File: src/rtl/decryption_r2.sv
// decryption_r2: initiator key confirmation; k = exp mod p, c1 = k^r2, r1 = c2^k.
// Optional WAIT timeout enabled by defining DECRYPTION_R2_TIMEOUT_EN.
module decryption_r2 #(
  parameter int TIMEOUT_CYCLES = 1024
) (
  input  logic        clk,
  input  logic        rst,
  input  logic        start,
  input  logic [63:0] exp,
  input  logic [31:0] p,
  input  logic [31:0] r2,
  output logic [31:0] c1,
  output logic        c1_valid,
  input  logic        c1_ready,
  input  logic [31:0] c2,
  input  logic        c2_valid,
  output logic [31:0] r1_out,
  output logic        busy,
  output logic        done,
  output logic        fail
);

  typedef enum logic [2:0] {
    IDLE,
    MOD,
    SEND,
    WAIT,
    FIN
  } state_t;

  state_t      state;
  state_t      state_d;
  logic [63:0] exp_q;
  logic [31:0] p_q;
  logic [31:0] r2_q;
  logic [32:0] rem;
  logic [32:0] t;
  logic [32:0] rem_d;
  logic [5:0]  cnt;
  logic        verdict;
  logic        tmo;

`ifdef DECRYPTION_R2_TIMEOUT_EN
  logic [31:0] wcnt;

  // Consecutive WAIT cycles; expires on the last allowed cycle.
  always_ff @(posedge clk or posedge rst) begin
    if (rst) wcnt <= '0;
    else if (state == WAIT) wcnt <= wcnt + 32'd1;
    else wcnt <= '0;
  end

  assign tmo = (state == WAIT) &&
               (wcnt == 32'(TIMEOUT_CYCLES - 1));
`else
  logic unused_timeout;
  assign unused_timeout = (TIMEOUT_CYCLES != 0);
  assign tmo = 1'b0;
`endif

  // One restoring-division step: shift in next exp bit, subtract p if it fits.
  always_comb begin
    t     = {rem[31:0], exp_q[cnt]};
    rem_d = t;
    if (t >= {1'b0, p_q}) rem_d = t - {1'b0, p_q};
  end

  // Next-state logic; c2_valid wins over an expiring timeout.
  always_comb begin
    state_d = state;
    unique case (state)
      IDLE: if (start) state_d = (p == 32'd0) ? FIN : MOD;
      MOD:  if (cnt == 6'd0) state_d = SEND;
      SEND: if (c1_ready) state_d = WAIT;
      WAIT: if (c2_valid || tmo) state_d = FIN;
      FIN:  state_d = IDLE;
      default: state_d = IDLE;
    endcase
  end

  // State register.
  always_ff @(posedge clk or posedge rst) begin
    if (rst) state <= IDLE;
    else state <= state_d;
  end

  // Datapath: operand latch, remainder, challenge and verdict registers.
  always_ff @(posedge clk or posedge rst) begin
    if (rst) begin
      exp_q    <= '0;
      p_q      <= '0;
      r2_q     <= '0;
      rem      <= '0;
      cnt      <= '0;
      c1       <= '0;
      c1_valid <= 1'b0;
      r1_out   <= '0;
      verdict  <= 1'b0;
    end else begin
      unique case (state)
        IDLE: begin
          if (start) begin
            exp_q   <= exp;
            p_q     <= p;
            r2_q    <= r2;
            rem     <= '0;
            cnt     <= 6'd63;
            r1_out  <= '0;
            verdict <= (p == 32'd0);
          end
        end
        MOD: begin
          rem <= rem_d;
          if (cnt == 6'd0) begin
            c1       <= rem_d[31:0] ^ r2_q;
            c1_valid <= 1'b1;
          end else begin
            cnt <= cnt - 6'd1;
          end
        end
        SEND: if (c1_ready) c1_valid <= 1'b0;
        WAIT: begin
          if (c2_valid) begin
            if (c2 == 32'd0) verdict <= 1'b1;
            else r1_out <= c2 ^ rem[31:0];
          end else if (tmo) begin
            verdict <= 1'b1;
          end
        end
        default: ;
      endcase
    end
  end

  assign busy = (state != IDLE);
  assign done = (state == FIN);
  assign fail = done & verdict;

endmodule

File: config.mk
export PLATFORM = sky130hd
export DESIGN_NAME = decryption_r2
export DESIGN_NICKNAME = d
export VERILOG_FILES = /design/src/rtl/decryption_r2.sv
export SDC_FILE = /design/constraint.sdc
export NUM_CORES = 1
export LEC_CHECK = 0
export BUFFER_PORTS_ARGS = -buffer_cell sky130_fd_sc_hd__buf_2
export CORE_AREA = 2 2 179 181
export DETAILED_ROUTE_END_ITERATION = 10
export DIE_AREA = 0 0 181 183
export GPL_ROUTABILITY_DRIVEN = 0
export GPL_TIMING_DRIVEN = 0
export SLEW_MARGIN = 20
export SYNTH_ARGS = -nofsm -noshare
export SYNTH_HDL_FRONTEND = slang
export SYNTH_SLANG_ARGS = --single-unit
export TNS_END_PERCENT = 100
File: constraint.sdc
create_clock -name clk -period 11.5 [get_ports clk]
set_clock_uncertainty 0.2 [all_clocks]
set_input_delay 1.725 -clock clk [delete_from_list [all_inputs] [get_ports clk]]
set_output_delay 1.725 -clock clk [all_outputs]
set_load 0.03 [all_outputs]
==> metrics.txt <==
number of global-route vias before repair=10700; R2R depth=21; full die area=33100 um2; fin. max-slew vios=0; Rel. slew slack=35.4%; final-report setup violation count=0; via count=10900; synth warn=0; Req. time, crit path=11.69 ns; Slowest-stage cell, CP=clkbuf_1; synthesized instance count=1395; hold_sp=r1_out[15]; Crit. End Element=register; Total Neg Setup Slack=0 ns; main combinational cell family by area after synthesis=simple AND/OR/NAND/NOR gates; post-route cell area=15000 um2; CP Max Fanout=10; Compound-Gate Fraction of Synth Area=13.5%; startpoint types=register; initial antenna violation count=0; first-pass GRT wire length=59400 um; dpl cell area=14100 um2; Die W=181 um; Post-route DRC=0; Critical Path AT=6.03 ns; Max VDD drop=0.164 mV; CP top delay family=compound AO/OA/AOI/OAI gates; Nets=1859; Seq cells post-synth=235; EDFF count, synth=0; Root Buffer=clkbuf_16; DR WL/cell=18.2 um; Critical path buffers and inverters=4; LEAKAGE=7.49 nW; fin cells=2081; I/O Pins=233; Fmax=0.171 GHz; maximum number of buffers from clock root to sink=3; clk sink count=235; Core Area=31200 um2; total global-route track usage=22.7%; Layout Area Growth over Synthesis=21.6%; post-CTS sizing=0; number of setup buffers added after CTS=0; adder-cell share of the synthesized area=3.70%; drt first pass iters=5; layout cells sized above 1=18.6%; fin crit share=50.7%; Die H=183 um; RSZ-0062 raised after global routing=false; Initial Util=39.6%; Crit path depth=21; mux contribution to synthesized area=4.85%; pin count of the biggest net entering global routing=88; placed cells=2031; CTS tree=built; Post-Synth XOR/XNOR Area=6.44%; Hold Buf Count CTS=0; Port Buf Inserts=232; outcome=finished, final reports clean; DP HPWL=28500 um; Diodes inserted=0; CTS buffer count=27; Routed Antenna Nets=0; FP Rows=65; r2r setup slk=5.67 ns; slowest stage delay, CP=0.51 ns; Mapped Avg Cell Area=8.87 um2; global route total overflow=0; Critical Path, Cell by Cell=clkbuf_1, clkbuf_1, inv_1, nand2_1, o22ai_1, a2111oi_0, nor2_1, a21oi_1, ha_1, inv_1, fa_1, a21oi_1, o211ai_1, and4bb_2, o21bai_1, nand2_1, o41ai_1, xnor2_1, mux2i_1, xor2_1, o21ai_0; CTS H-tree lvls=1; pwr/cell area=338 nW/um2; min Tclk post-route=5.83 ns; worst min-delay path category=reg2reg; crit path from=cnt[1]; Hold Crit Depth=2; Least-Margin Pin Slew=0.969 ns; Setup Crit Path Kind=reg2reg; DRT iter0 DRCs=754; register area share after synthesis=47.5%; syn nets=1596; Netlist Area Pre-Place=12400 um2; simple logic cell fraction of the synthesized area=19.8%; reg2reg start=cnt[1]; WL final=37800 um; Final Hold Viols=0; fraction of registers with async set/reset=100%; top_reg_cell synth=dfrtp_1; later-pin clock latency in the skew report=0.54 ns; via/cell ratio=5.26; maxcap violations=0; Clock transition at path regs=0.06 ns; Synth cell types=57
## state kept, by name, summed over array words and instances (netlist names)
name,cells
c1,32
c1_valid,1
cnt,6
exp_q,64
p_q,32
r1_out,32
r2_q,32
rem,32
state,3
verdict,1
## synthesized netlist by cell type, types with 5 or more instances
master | n | area, um2
nor4_1 | 17 | 106
a21oi_1 | 40 | 200
nor2_1 | 31 | 116
and2_1 | 5 | 31.3
clkbuf_1 | 67 | 251
a31oi_1 | 6 | 37.5
and3_1 | 5 | 31.3
o21ai_0 | 120 | 601
mux2i_1 | 42 | 420
o31ai_1 | 35 | 263
nor3_1 | 10 | 50.1
nand4_1 | 10 | 62.6
nand3_1 | 50 | 250
o21ai_1 | 14 | 70.1
xnor2_1 | 54 | 473
nand2_1 | 426 | 1600
nor2b_1 | 6 | 37.5
inv_1 | 50 | 188
ha_1 | 35 | 438
o21a_1 | 5 | 37.5
buf_2 | 5 | 25.0
nand2b_1 | 8 | 50.1
mux4_2 | 8 | 180
a211oi_1 | 7 | 52.6
dfrtp_1 | 235 | 5880
a21o_1 | 11 | 82.6
xor2_1 | 37 | 324
## per-layer routing
metal,up-vias,wire (um),global-route usage (%)
li1,5260,-,-
met1,5245,17000,31.2
met2,368,17500,37.4
met3,66,2200,3.47
met4,0,1110,6.99
met5,-,0,0
## logic make-up after synthesis
kind of cell | after synthesis
compound gates | 275
fa+ha+maj | 36
buf+inv | 125
simple gates | 583
mux | 50
flops | 235
xor+xnor | 91
## final timing paths
kind                                    to
worst min register to register  r1_out[15]
worst min-delay path            r1_out[15]
worst max register to register      c1[24]
max in group asynchronous          p_q[16]
worst max-delay path                c1[24]
min in group asynchronous         c1_valid
## final cells by class
class / count / area [um2]
clock inverter: 5 / 36.3
inverter: 50 / 195
clock buffer: 45 / 903
multi-input combinational: 1035 / 5980
fill: 3126 / 16200
buffer: 75 / 324
timing repair buffer: 234 / 1220
sequential: 235 / 5880
tap: 402 / 503
## through the flow
step | utilization (%) | power, mW | hold WS (ns) | setup slack, ns
6_report | 48.2 | 5.08 | 0.271 | 5.67
5_1_grt | 48.2 | 5.50 | 0.292 | 5.10
4_1_cts | 48.2 | 5.09 | 0.275 | 5.66
3_5_place_dp | 45.2 | 4.18 | 0.260 | 5.66
3_3_place_gp | 45.0 | 4.13 | 0.253 | 0.267
2_1_floorplan | - | 3.43 | 0.240 | 3.13
## worst min-delay path, stage by stage, from the launching register on
cell     delay, ns
dfrtp_1       0.34
nand2_1       0.05
o31ai_1       0.05
## power breakdown
group          internal (mW)  total, mW  switching (mW)
logic                   1.08       2.81            1.74
registers               1.15       1.38           0.224
clock network          0.533      0.886           0.353
total                   2.77       5.08            2.31
## cell usage in the layout, fill, tap and decap left out, types with 11 or more instances in the layout
cell	n
a21o_1	11
nor2_1	30
mux2i_1	42
clkbuf_1	69
xnor2_1	54
o21ai_0	120
clkbuf_8	16
buf_2	237
o31ai_1	35
dfrtp_1	235
nor4_1	17
a21oi_1	40
ha_1	35
nand2_1	426
o21ai_1	14
xor2_1	37
nand3_1	50
clkbuf_16	27
inv_1	49
Note: power is estimated with default switching activity, not from simulation.
